**src/rtl/fetch_queue_stage.sv**
```systemverilog
// Decoupled instruction-fetch stage: in-order outstanding requests on the SRAM-like bus, tag queue, FIFO toward ID.
// Define FETCH_BYPASS_EN to forward a return straight to ID when the FIFO is empty (zero-latency path).
module fetch_queue_stage #(
    parameter int          FIFO_DEPTH = 4,
    parameter int          MAX_OUTST  = 2,
    parameter logic [31:0] RESET_PC   = 32'h1c000000
) (
    input  logic        clk,
    input  logic        resetn,
    input  logic        redirect,
    input  logic [31:0] redirect_pc,
    input  logic        fetch_stall,
    output logic        inst_req,
    output logic [31:0] inst_addr,
    input  logic        inst_addr_ok,
    input  logic        inst_data_ok,
    input  logic [31:0] inst_rdata,
    input  logic        exc_fetch_i,
    input  logic        id_allowin,
    output logic        if_to_id_valid,
    output logic [31:0] if_pc_o,
    output logic [31:0] if_inst_o,
    output logic        if_exc_adef_o,
    output logic        if_exc_mmu_o,
    output logic [2:0]  outst_cnt_o
);
    localparam int          PW     = $clog2(FIFO_DEPTH);
    localparam int          CW     = PW + 1;
    localparam logic [7:0]  DEPTH8 = 8'(FIFO_DEPTH);
    localparam logic [2:0]  MAX3   = 3'(MAX_OUTST);

    logic [31:0]   fetch_pc_q, fetch_pc_d;
    logic          halted_q, halted_d;
    logic [2:0]    outst_cnt_q, outst_cnt_d;
    logic [2:0]    discard_cnt_q, discard_cnt_d;

    // tag queue entries: pc plus fault flags {adef, mmu}; head is always index 0
    logic [31:0]   tq_pc_q  [MAX_OUTST];
    logic [31:0]   tq_pc_d  [MAX_OUTST];
    logic [1:0]    tq_flt_q [MAX_OUTST];
    logic [1:0]    tq_flt_d [MAX_OUTST];
    logic [2:0]    tq_cnt_q, tq_cnt_d;

    logic [31:0]   fifo_pc_q   [FIFO_DEPTH];
    logic [31:0]   fifo_pc_d   [FIFO_DEPTH];
    logic [31:0]   fifo_inst_q [FIFO_DEPTH];
    logic [31:0]   fifo_inst_d [FIFO_DEPTH];
    logic [1:0]    fifo_flt_q  [FIFO_DEPTH];
    logic [1:0]    fifo_flt_d  [FIFO_DEPTH];
    logic [PW-1:0] rd_ptr_q, rd_ptr_d, wr_ptr_q, wr_ptr_d;
    logic [CW-1:0] fifo_cnt_q, fifo_cnt_d;

    logic          adef, can_issue, accept, fake, dok, ret_real, head_fault;
    logic          tq_pop, tq_push, fifo_valid, fifo_push, fifo_pop;
    logic          byp_valid, byp_take;
    logic [2:0]    inflight;
    logic [7:0]    credit_used;

    assign adef        = fetch_pc_q[1:0] != 2'b00;
    assign inflight    = outst_cnt_q - discard_cnt_q;
    assign credit_used = {5'b0, inflight} + {{(8-CW){1'b0}}, fifo_cnt_q};
    assign can_issue   = resetn & !halted_q & !fetch_stall & !redirect
                         & (outst_cnt_q < MAX3) & (credit_used < DEPTH8);
    assign inst_req    = can_issue & !adef & !exc_fetch_i;
    assign inst_addr   = fetch_pc_q;
    assign accept      = inst_req & inst_addr_ok;
    assign fake        = can_issue & (adef | exc_fetch_i);

    // a return with nothing outstanding is a protocol error and is ignored
    assign dok         = inst_data_ok & (outst_cnt_q != 3'd0);
    assign ret_real    = dok & (discard_cnt_q == 3'd0);
    assign head_fault  = (tq_cnt_q != 3'd0) & (tq_flt_q[0] != 2'b00);
    assign tq_pop      = !redirect & (head_fault | ret_real);
    assign tq_push     = accept | fake;
    assign fifo_valid  = fifo_cnt_q != '0;

`ifdef FETCH_BYPASS_EN
    assign byp_valid = !fifo_valid & ret_real & !head_fault & !redirect;
    assign byp_take  = byp_valid & id_allowin;
`else
    assign byp_valid = 1'b0;
    assign byp_take  = 1'b0;
`endif

    assign fifo_push = tq_pop & !byp_take;
    assign fifo_pop  = fifo_valid & id_allowin;

    always_comb begin
        if_to_id_valid = fifo_valid | byp_valid;
        if_pc_o        = 32'h0;
        if_inst_o      = 32'h0;
        if_exc_adef_o  = 1'b0;
        if_exc_mmu_o   = 1'b0;
        if (fifo_valid) begin
            if_pc_o       = fifo_pc_q[rd_ptr_q];
            if_inst_o     = fifo_inst_q[rd_ptr_q];
            if_exc_adef_o = fifo_flt_q[rd_ptr_q][1];
            if_exc_mmu_o  = fifo_flt_q[rd_ptr_q][0];
        end else if (byp_valid) begin
            if_pc_o   = tq_pc_q[0];
            if_inst_o = inst_rdata;
        end
    end

    assign outst_cnt_o = outst_cnt_q;

    always_comb begin
        fetch_pc_d    = fetch_pc_q;
        halted_d      = halted_q;
        outst_cnt_d   = outst_cnt_q + {2'b0, accept} - {2'b0, dok};
        discard_cnt_d = discard_cnt_q;
        tq_pc_d       = tq_pc_q;
        tq_flt_d      = tq_flt_q;
        tq_cnt_d      = tq_cnt_q;
        fifo_pc_d     = fifo_pc_q;
        fifo_inst_d   = fifo_inst_q;
        fifo_flt_d    = fifo_flt_q;
        rd_ptr_d      = rd_ptr_q;
        wr_ptr_d      = wr_ptr_q;
        fifo_cnt_d    = fifo_cnt_q;

        if (accept)
            fetch_pc_d = fetch_pc_q + 32'd4;
        if (fake)
            halted_d = 1'b1;
        if (dok && discard_cnt_q != 3'd0)
            discard_cnt_d = discard_cnt_q - 3'd1;

        if (tq_pop) begin
            for (int i = 0; i < MAX_OUTST - 1; i++) begin
                tq_pc_d[i]  = tq_pc_q[i+1];
                tq_flt_d[i] = tq_flt_q[i+1];
            end
            tq_cnt_d = tq_cnt_q - 3'd1;
        end
        // misalignment is detected before translation, so it wins over an MMU fault
        for (int i = 0; i < MAX_OUTST; i++) begin
            if (tq_push && 3'(i) == tq_cnt_d) begin
                tq_pc_d[i]  = fetch_pc_q;
                tq_flt_d[i] = {adef, exc_fetch_i & !adef};
            end
        end
        if (tq_push)
            tq_cnt_d = tq_cnt_d + 3'd1;

        if (fifo_push) begin
            fifo_pc_d[wr_ptr_q]   = tq_pc_q[0];
            fifo_inst_d[wr_ptr_q] = ret_real ? inst_rdata : 32'h0;
            fifo_flt_d[wr_ptr_q]  = tq_flt_q[0];
            wr_ptr_d              = wr_ptr_q + 1'b1;
        end
        if (fifo_pop)
            rd_ptr_d = rd_ptr_q + 1'b1;
        fifo_cnt_d = fifo_cnt_q + {{(CW-1){1'b0}}, fifo_push} - {{(CW-1){1'b0}}, fifo_pop};

        // redirect overrides everything; stale returns are dropped by count
        if (redirect) begin
            fetch_pc_d    = redirect_pc;
            halted_d      = 1'b0;
            discard_cnt_d = outst_cnt_q - {2'b0, dok};
            tq_cnt_d      = 3'd0;
            rd_ptr_d      = '0;
            wr_ptr_d      = '0;
            fifo_cnt_d    = '0;
        end
    end

    always_ff @(posedge clk) begin
        if (!resetn) begin
            fetch_pc_q    <= RESET_PC;
            halted_q      <= 1'b0;
            outst_cnt_q   <= 3'd0;
            discard_cnt_q <= 3'd0;
            tq_cnt_q      <= 3'd0;
            rd_ptr_q      <= '0;
            wr_ptr_q      <= '0;
            fifo_cnt_q    <= '0;
            for (int i = 0; i < MAX_OUTST; i++) begin
                tq_pc_q[i]  <= 32'h0;
                tq_flt_q[i] <= 2'b00;
            end
            for (int i = 0; i < FIFO_DEPTH; i++) begin
                fifo_pc_q[i]   <= 32'h0;
                fifo_inst_q[i] <= 32'h0;
                fifo_flt_q[i]  <= 2'b00;
            end
        end else begin
            fetch_pc_q    <= fetch_pc_d;
            halted_q      <= halted_d;
            outst_cnt_q   <= outst_cnt_d;
            discard_cnt_q <= discard_cnt_d;
            tq_cnt_q      <= tq_cnt_d;
            rd_ptr_q      <= rd_ptr_d;
            wr_ptr_q      <= wr_ptr_d;
            fifo_cnt_q    <= fifo_cnt_d;
            tq_pc_q       <= tq_pc_d;
            tq_flt_q      <= tq_flt_d;
            fifo_pc_q     <= fifo_pc_d;
            fifo_inst_q   <= fifo_inst_d;
            fifo_flt_q    <= fifo_flt_d;
        end
    end

    always_ff @(posedge clk) begin
        if (resetn) begin
            assert (!(inst_data_ok && outst_cnt_q == 3'd0));
            assert (outst_cnt_q <= MAX3);
        end
    end

endmodule

```
**config.mk**
```make
export PLATFORM = sky130hd
export DESIGN_NAME = fetch_queue_stage
export DESIGN_NICKNAME = d
export VERILOG_FILES = /design/src/rtl/fetch_queue_stage.sv
export SDC_FILE = /design/constraint.sdc
export NUM_CORES = 1
export LEC_CHECK = 0
export ABC_AREA = 1
export BUFFER_PORTS_ARGS = -buffer_cell sky130_fd_sc_hd__buf_2
export CAP_MARGIN = 10
export CELL_PAD_IN_SITES_DETAIL_PLACEMENT = 1
export CELL_PAD_IN_SITES_GLOBAL_PLACEMENT = 2
export CORE_MARGIN = 2
export CORE_UTILIZATION = 36
export DETAILED_ROUTE_END_ITERATION = 12
export GPL_TIMING_DRIVEN = 0
export PLACE_DENSITY = 0.86
export SYNTH_ARGS = -nofsm -noshare
export SYNTH_HDL_FRONTEND = slang
export SYNTH_SLANG_ARGS = --single-unit
```
**constraint.sdc**
```tcl
create_clock -name clk -period 9.8 [get_ports clk]
set_input_delay 0.49 -clock clk [delete_from_list [all_inputs] [get_ports clk]]
set_output_delay 0.49 -clock clk [all_outputs]
set_load 0.005 [all_outputs]
```
==> Word level (Yosys, flattened, before mapping) <==
Cells that the tools add are included.
{ "word_totals": {"in_bits": 72, "output_inout_bits": 103, "wordCells": 116, "ff_bits": 381} }
{ "op_classes": {"eq_ne": 1, "n_mux": 31, "n_reduce_logical": 21, "order_cmp": 5, "bitwise": 21, "addsub": 13} }
{ "ops": {"columns": ["cell", "n"], "rows": [
  ["2-to-1 mux 32 bit", 12],
  ["bitwise mux 128 bit", 2],
  ["binary-select mux 32 bit (select 2 bit)", 2],
  ["demux 32 bit (select 2 bit)", 1],
  ["adder 32 x 3 -> 32 bit, second input constant", 1],
  ["bitwise AND 1 bit", 15],
  ["2-to-1 mux 3 bit", 4],
  ["nonzero test 3 bit", 4],
  ["2-to-1 mux 2 bit", 5],
  ["nonzero test 2 bit", 5],
  ["subtractor 3 x 1 -> 3 bit", 3],
  ["bitwise mux 8 bit", 1],
  ["adder 3 x 1 -> 3 bit", 2],
  [">= comparator 3 bit, second input constant", 2],
  ["zero test 3 bit", 2],
  ["NOT 2 -> 3 bit", 2],
  ["subtractor 3 x 1 -> 3 bit, second input constant", 2],
  ["zero test 1 bit", 5],
  ["adder 2 x 1 -> 2 bit, second input constant", 2],
  ["adder 3 x 3 -> 4 bit", 1],
  ["binary-select mux 2 bit (select 2 bit)", 1],
  ["demux 2 bit (select 2 bit)", 1],
  ["logical AND 1 bit", 4],
  ["< comparator 4 x 3 -> 1 bit, second input constant", 1],
  ["other kinds (9)", 12]
]} }

==> Longest topological paths before layout <==
Gate-level depths: netlist of run 1.
{ "depth": {"ltp_word": 12, "depth_mapped": 21, "mapped_depth_nobuf": 20} }

==> Worst setup path after synthesis of run 1 <==
No wires, ideal clock.
{ "synth_timing": {"path_kind": "reg2reg", "startpoint": "register outst_cnt_q[0], in the netlist outst_cnt_o[0]", "endpoint": "register outst_cnt_q[2], in the netlist outst_cnt_o[2]", "stages_incl_launch_ff": 22, "setup_slack_ns": 6.376, "synth_period_minus_slack_ns": 3.424, "setup_ns": 0.128, "path_buffers": 1, "t_arrival_ns": 3.296, "path_cell_list": "dfxtp_1 -> inv_1 -> ha_1 -> inv_1 -> fa_1 -> xnor2_1 -> xor2_1 -> ha_1 -> inv_1 -> nand2_1 -> nor2_1 -> nand4_1 -> nor2_2 -> nand2_1 -> clkbuf_1 -> ha_1 -> inv_1 -> ha_1 -> inv_1 -> fa_1 -> xnor2_1 -> nor2_1"} }
{ "synth_between": {"elab_chain_len": 9, "word_cells_on_any_way": 13} }
{ "synth_lines": {"columns": ["item", "line", "text"], "rows": [
  ["start: declaration", "34", "logic [2:0] outst_cnt_q, outst_cnt_d;"],
  ["start signal: assignment", "190", "outst_cnt_q <= outst_cnt_d;"],
  ["subtractor 3 bit", "60", "assign inflight = outst_cnt_q - discard_cnt_q;"],
  ["adder 3 x 3 -> 4 bit", "61", "assign credit_used = {5'b0, inflight} + {{(8-CW){1'b0}}, fifo_cnt_q};"],
  ["< comparator 4 x 3 -> 1 bit", "63", "& (outst_cnt_q < MAX3) & (credit_used < DEPTH8);"],
  ["bitwise AND 1 bit *", "63", null],
  ["bitwise AND 1 bit * (2 in a row)", "64", "assign inst_req = can_issue & !adef & !exc_fetch_i;"],
  ["via inst_req", "13", "output logic inst_req,"],
  ["bitwise AND 1 bit *", "66", "assign accept = inst_req & inst_addr_ok;"],
  ["adder 3 x 1 -> 3 bit *", "110", "outst_cnt_d = outst_cnt_q + {2'b0, accept} - {2'b0, dok};"],
  ["subtractor 3 x 1 -> 3 bit *", "110", null]
]} }
The timed path passes the listed nets; every way through them passes the cells marked *.
A chain may end at the register's enable or synchronous reset.

==> Worst setup path after layout of run 1 <==
{ "layout_timing": {"startpoint": "register outst_cnt_q[0], in the netlist outst_cnt_o[0]", "endpoint": "register outst_cnt_q[2], in the netlist outst_cnt_o[2]"} }
{ "layout_between": {"elab_chain_len": 9, "word_cells_on_any_way": 13} }
{ "layout_lines": {"columns": ["item", "line"], "rows": [
  ["subtractor 3 bit", "60"],
  ["adder 3 x 3 -> 4 bit", "61"],
  ["< comparator 4 x 3 -> 1 bit", "63"],
  ["bitwise AND 1 bit", "63"],
  ["bitwise AND 1 bit (2 in a row)", "64"],
  ["bitwise AND 1 bit", "66"],
  ["adder 3 x 1 -> 3 bit", "110"],
  ["subtractor 3 x 1 -> 3 bit *", "110"]
]} }
Mark *: on every way between the ends. The rest lies on a longest branch, timed or not.

==> flow_summary.toml, run 1 <==
[yosys]
synth_largest_area_cell = "dfxtp_1"
synth_top_area_share_pct = 44.0
synth_nets = 2578
synth-seq-cells = 381
netlist_top_cells_area = "dfxtp_1 44%, a21oi_1 14%, o21ai_0 10%"
async_reset_ff_share_pct = 0
synthesis.area_um2 = 17400
ys_types = 41
avgSynthCellArea_um2 = 6.99
yosys_warnings = 0
synth-edff-count = 0
synthCells = 2481
yosysMostFrequentCell = "a21oi_1"
ys.flop_type = "dfxtp_1"
synthTopCellsByCount = "484 x a21oi_1, 438 x nand2_1, 381 x dfxtp_1, 351 x o21ai_0, 224 x inv_1"
ys_seq_area_share_pct = 44.0

[cts]
cts_buffers = 44
htree_levels = 2
insertion_delay_ps = 590
post-cts-setup-buffers = 0
clockRootBuffer = "clkbuf_16"
cts_resized = 0
cts_tree = "done"
hold_buffers = 0
clkTransAtPathRegs_ps = 60
clock_sinks = 381
clockBufferDepth = 3

[placed_design]
hpwl_um = 50800
place_congestion = 0.911
port_buffers = 173

[setup_path]
cp_common_cell = "inv_1"
reg2reg_depth = 21
slowest_delay_ps = 370
required_ps = 10240
critical_path.endpoint_type = "flop"
path_buf_inv = 6
critical_path.reg2reg.startpoint = "outst_cnt_o[0]$_SDFF_PN0_"
worst-r2r-setup-slack_ps = 5670
timing.rr.end = "outst_cnt_o[2]$_SDFF_PN0_"
crit_fanout = 10
crit_chain = "inv_1, ha_1, inv_1, fa_1, xnor2_1, xor2_1, ha_1, inv_1, nand2_1, nor2_1, nand4_1, nor2_2, nand2_1, clkbuf_1, ha_1, inv_1, ha_1, inv_1, fa_1, xnor2_1, nor2_1"
cp_slowest_cell = "fa_1"
arrival_ps = 4570
startpoint_type = "flop"
crit_type = "reg2reg"
cp_top_family = "adder cells"

[detailed_routing]
routedWlPerCell_um = 20.7
drcViolationCount = 0
first_iter_violations = 914
antenna_left = 0
vias = 17700
routed_wl_um = 69200
firstDrtPassIters = 5
viasPerCell = 5.30

[power_and_ir_drop]
p_per_area_nw_per_um2 = 191
power.share.clock_pct = 41.0
p_sw_uw = 1170
irDropWorstVdd_uv = 93.9
power.leakage_uw = 0.00795
pwr-share-seq_pct = 43.6
switching_share_pct = 30.1
combinationalPowerShare_pct = 15.4
p_int_uw = 2710

[timing]
tns_ps = 0
finClkSkew_ps = 26.0
max_freq_mhz = 242
finalHoldViolCount = 0
slew_violations = 0
rsz0062_at_grt = "no"
fin_crit_ps = 4130
tightest_slew_ps = 974
finalSetupViolCount = 0
relSlewSlack_pct = 35.1
fin_crit_sh_pct = 42.1

[global_routing]
grt_pass1_wl_um = 106000
grt_pass1_vias = 18600
track_usage_pct = 27.4
antenna_found_initial = 2
overflow = 0
grt_max_degree = 13

[worst_hold_path]
hold_end = "inst_addr[26]$_SDFFE_PN1P_"
hp-start = "redirect_pc[26]"
hold_class = "in2reg"
hold_depth = 3

[floorplanning]
die-area_um2 = 50000
start_util_pct = 36.4
die_x_um = 224
fp.dieH_um = 224
core_area_um2 = 47600
io-pin-count = 175
row_count = 80

[job]
drv_cap = 0

[layout]
syn2layout_area_growth_pct = 17.4
final_util_pct = 42.8
drive_above_1_share_pct = 11.9
num-nets-final = 2798

[run_status]
status = "completed"
kinds of logic (layout without fill, tap and decap cells):
| kind of cell | after synthesis | after routing | share of synthesized area [%] |
|---|---|---|---|
| buffers and inverters | 421 | 671 | 9.96 |
| DFF | 381 | 381 | 44.0 |
| AOI/OAI and AO/OA | 860 | 860 | 25.0 |
| other | 0 | 1 | 0 |
| xor gates and xnor gates | 20 | 20 | 1.01 |
| and+or+nand+nor | 774 | 774 | 18.1 |
| adders and majority gates | 25 | 25 | 1.93 |
power groups by stage:
stage          clock (µW)  combinational, µW  sequential (µW)
3_5_place_dp            0                596             1720
5_1_grt              1680                670             1700
6_report             1590                598             1690
3_3_place_gp            0                577             1720
4_1_cts              1620                602             1690
2_1_floorplan           0                381             1690
worst max-delay path by stage:
stage / start / endpoint / slack (ps) / depth (start not counted)
global placement: outst_cnt_o[0]$_SDFF_PN0_ / outst_cnt_o[2]$_SDFF_PN0_ / 5760 / 21
finish: outst_cnt_o[0]$_SDFF_PN0_ / outst_cnt_o[2]$_SDFF_PN0_ / 5670 / 21
detailed placement: outst_cnt_o[0]$_SDFF_PN0_ / outst_cnt_o[2]$_SDFF_PN0_ / 5670 / 21
floorplan: outst_cnt_o[0]$_SDFF_PN0_ / outst_cnt_o[2]$_SDFF_PN0_ / 6380 / 21
global route: outst_cnt_o[0]$_SDFF_PN0_ / outst_cnt_o[2]$_SDFF_PN0_ / 5340 / 21
CTS: outst_cnt_o[0]$_SDFF_PN0_ / outst_cnt_o[2]$_SDFF_PN0_ / 5640 / 21
tightest hold or removal path: stages:
cell	delay, ps
buf_2	80
a21oi_1	50
nand3_1	70
area by class of cell:
class,count,area [µm²]
diodes,1,2.50
plain buffers,186,846
clock buffers,66,1290
clock inverters,10,67.6
fillers,6190,27300
inverters,235,882
multi-input cells,1679,8000
flip-flops and latches,381,7630
well taps,615,769
repair buffers,174,877
metrics by stage:
step / setup WS (ps) / hold WS (ps) / power, µW / area, µm² / instances
floorplan: 6380 / 429 / 2070 / 17400 / 2481
global placement: 5760 / 439 / 2300 / 19000 / 3269
detailed placement: 5670 / 446 / 2320 / 19000 / 3270
CTS: 5640 / 130 / 3910 / 20400 / 3346
global route: 5340 / 168 / 4050 / 20400 / 3346
finish: 5670 / 151 / 3880 / 20400 / 3347
per-layer routing:
layer  GRT usage, %  vias up  routed length, µm
li1               -     8571                  -
met2           48.5      447              33300
met4           11.9        0               2940
met3           4.54      153               3280
met1           32.9     8558              29600
met5              0        -                  0
registers in the layout, summed over array words and instances (netlist names):
name	cells
fifo_flt_q	8
rd_ptr_q	2
fifo_cnt_q	3
outst_cnt_o	3
wr_ptr_q	2
tq_flt_q	4
fifo_pc_q	128
tq_cnt_q	3
fifo_inst_q	128
inst_addr	32
halted_q	1
discard_cnt_q	3
tq_pc_q	64
cells in the final DEF (no fill, tap or decap), types with 7 or more instances in the layout:
master,Yosys,final
a21oi_1,484,484
buf_1,16,16
buf_2,27,200
buf_4,12,12
buf_6,8,9
clkbuf_1,116,127
clkbuf_16,0,44
clkbuf_2,7,7
clkbuf_8,0,11
clkinv_2,0,7
dfxtp_1,381,381
ha_1,22,22
inv_1,224,224
inv_2,10,10
nand2_1,438,438
nand3_1,76,76
nand4_1,8,8
nor2_1,214,214
nor3_1,11,10
o21ai_0,351,351
o21ai_1,12,12
xor2_1,14,14
Power figures use the tool's default switching activity.
==> run 2: changes to the inputs <==
--- a/config.mk
+++ b/config.mk
@@ -11,10 +11,10 @@
 export CELL_PAD_IN_SITES_DETAIL_PLACEMENT = 1
 export CELL_PAD_IN_SITES_GLOBAL_PLACEMENT = 2
 export CORE_MARGIN = 2
-export CORE_UTILIZATION = 36
+export CORE_UTILIZATION = 33
 export DETAILED_ROUTE_END_ITERATION = 12
 export GPL_TIMING_DRIVEN = 0
-export PLACE_DENSITY = 0.86
+export PLACE_DENSITY = 0.8
 export SYNTH_ARGS = -nofsm -noshare
 export SYNTH_HDL_FRONTEND = slang
 export SYNTH_SLANG_ARGS = --single-unit
==> constraint.sdc (replaced) <==
create_clock -name clk -period 3.83 [get_ports clk]
set_input_delay 0.1915 -clock clk [delete_from_list [all_inputs] [get_ports clk]]
set_output_delay 0.1915 -clock clk [all_outputs]
set_load 0.005 [all_outputs]
==> run 2 against run 1 <==
- wire length grew 2.9%
- worst setup slack lost 5600 ps
- non-clock buffer count increased by 70
- highest routed layer unchanged
- critical endpoint is now if_inst_o[5]
- largest cell class unchanged
- cell count rose by 4.2%
==> flow_summary.toml, run 2 (synthesis gave the netlist of run 1 again) <==
[run_status]
status = "completed"

[timing]
finalSetupViolCount = 0
fin_crit_ps = 3720
slew_violations = 0
fin_crit_sh_pct = 97.1
relSlewSlack_pct = 30.7
tns_ps = 0
finalHoldViolCount = 0
hold_slack_ps = 38.1
finClkSkew_ps = 31.0
max_freq_mhz = 269
tightest_slew_ps = 1040

[job]
drv_cap = 0

[floorplanning]
io-pin-count = 175
die-area_um2 = 54400
start_util_pct = 33.2
row_count = 84
die_x_um = 233
fp.dieH_um = 233
core_area_um2 = 52200

[layout]
syn2layout_area_growth_pct = 22.0
antenna_cells = 0
final_common_cell = "a21oi_1"
final_cell_mix = "484 x a21oi_1, 436 x nand2_1, 380 x dfxtp_1, 351 x o21ai_0, 221 x inv_1"
num-nets-final = 2868
drive_above_1_share_pct = 12.3
seqCellArea_um2 = 7630
fillers = 6620
largest_registers = "fifo_inst_q: 128 flops, fifo_pc_q: 128 flops, tq_pc_q: 64 flops"
multi_input_area_um2 = 8040

[worst_hold_path]
hold_end = "fifo_inst_q[64]$_SDFFE_PN0P_"
hold_class = "in2reg"
hp-start = "inst_rdata[0]"
hold_depth = 3

[power_and_ir_drop]
p_per_area_nw_per_um2 = 474
power.leakage_uw = 0.00825
power_uw = 10000
irDropWorstVdd_uv = 295

[detailed_routing]
vias = 17900
first_iter_violations = 912
drcViolationCount = 0
antenna_left = 0
viasPerCell = 5.12
routedWlPerCell_um = 20.4
firstDrtPassIters = 4
routed_wl_um = 71200

[global_routing]
overflow = 0
grt_pass1_wl_um = 108000
track_usage_pct = 26.0
grt_max_degree = 12
grt_pass1_vias = 18500
antenna_found_initial = 1

[cts]
clockRootBuffer = "clkbuf_16"
cts_buffers = 44
clockBufferDepth = 3
cts_tree = "done"
clock_sinks = 381
insertion_delay_ps = 590
htree_levels = 2
clkTransAtPathRegs_ps = 60

[setup_path]
crit_fanout = 10
reg2reg_depth = 20
critical_path.endpoint_type = "output pin"
crit_type = "reg2out"
timing.rr.end = "outst_cnt_o[1]$_SDFF_PN0_"
startpoint_type = "flop"
required_ps = 3640
critical_path.reg2reg.startpoint = "outst_cnt_o[0]$_SDFF_PN0_"
worst-r2r-setup-slack_ps = 140
arrival_ps = 3530

[placed_design]
port_buffers = 173
place_congestion = 0.865
hpwl_um = 52000
[run 2: changes by cell type in the layout (fill, tap and decap cells not counted), moves of 3 or more]
| cell | change |
|---|---|
| inv_2 | +3 |
| inv_1 | -3 |
| buf_4 | +11 |
| clkbuf_1 | +3 |
| dlygate4sd3_1 | +59 |
[run 2: final cells by class]
cell class	count	area share [%]
multi-input combinational	1679	38.0
sequential	381	36.0
timing repair buffer	244	7.39
clock buffer	68	6.05
inverter	235	4.17
tap	688	4.07
buffer	186	4.05
clock inverter	7	0.236
[run 2: stage by stage]
stage	cell area, µm²	utilization (%)	setup WS, ps	std cells
final	21200	40.5	111	3488
after global routing	21200	40.5	-59.5	3488
after CTS	21100	40.3	18.2	3479
after detailed placement	19100	36.5	-397	3343
after global placement	19100	36.5	-304	3342
after floorplan	17400	-	406	2481
[run 2: layer usage]
metal	track usage (%)	vias up	wire, µm
li1	-	8700	-
met1	31.7	8670	31000
met2	47.3	374	35700
met3	3.83	111	2800
met4	6.99	0	1770
met5	0	-	0
[run 2: worst max-delay path by stage]
stage | from | end | slack, ps | cells past startpoint
after floorplan | outst_cnt_o[0]$_SDFF_PN0_ | outst_cnt_o[2]$_SDFF_PN0_ | 410 | 21
after global placement | outst_cnt_o[0]$_SDFF_PN0_ | outst_cnt_o[2]$_SDFF_PN0_ | -300 | 21
after detailed placement | outst_cnt_o[0]$_SDFF_PN0_ | outst_cnt_o[2]$_SDFF_PN0_ | -400 | 21
after CTS | outst_cnt_o[0]$_SDFF_PN0_ | outst_cnt_o[2]$_SDFF_PN0_ | 20 | 21
after global routing | outst_cnt_o[0]$_SDFF_PN0_ | outst_cnt_o[1]$_SDFF_PN0_ | -60 | 20
final | rd_ptr_q[0]$_SDFFE_PP0P_ | if_inst_o[5] | 110 | 8
[run 2: timing repair]
action / 4_1_cts / 5_1_grt
hold buffers: 59 / 0
endpoints found under the setup margin: 3 / 2
cloned: 0 / 1
pin swaps: 1 / 7
buffers inserted: 2 / 8
gates resized for setup: 8 / 12
endpoints found under the hold margin: 90 / 0
[run 2: worst max-delay path: stages, from the launching register on]
cell	delay, ps
dfxtp_1	310
clkbuf_1	500
clkinv_2	380
clkbuf_1	400
buf_1	440
a21oi_1	270
o21ai_0	140
a21oi_1	340
buf_2	180
[run 2: power breakdown]
part	internal, µW	total (µW)	leakage [µW]	switching (µW)
clock	2290	4040	0.000656	1750
combinational	572	1660	0.00452	1090
sequential	4140	4330	0.00308	194
total	7000	10000	0.00825	3040
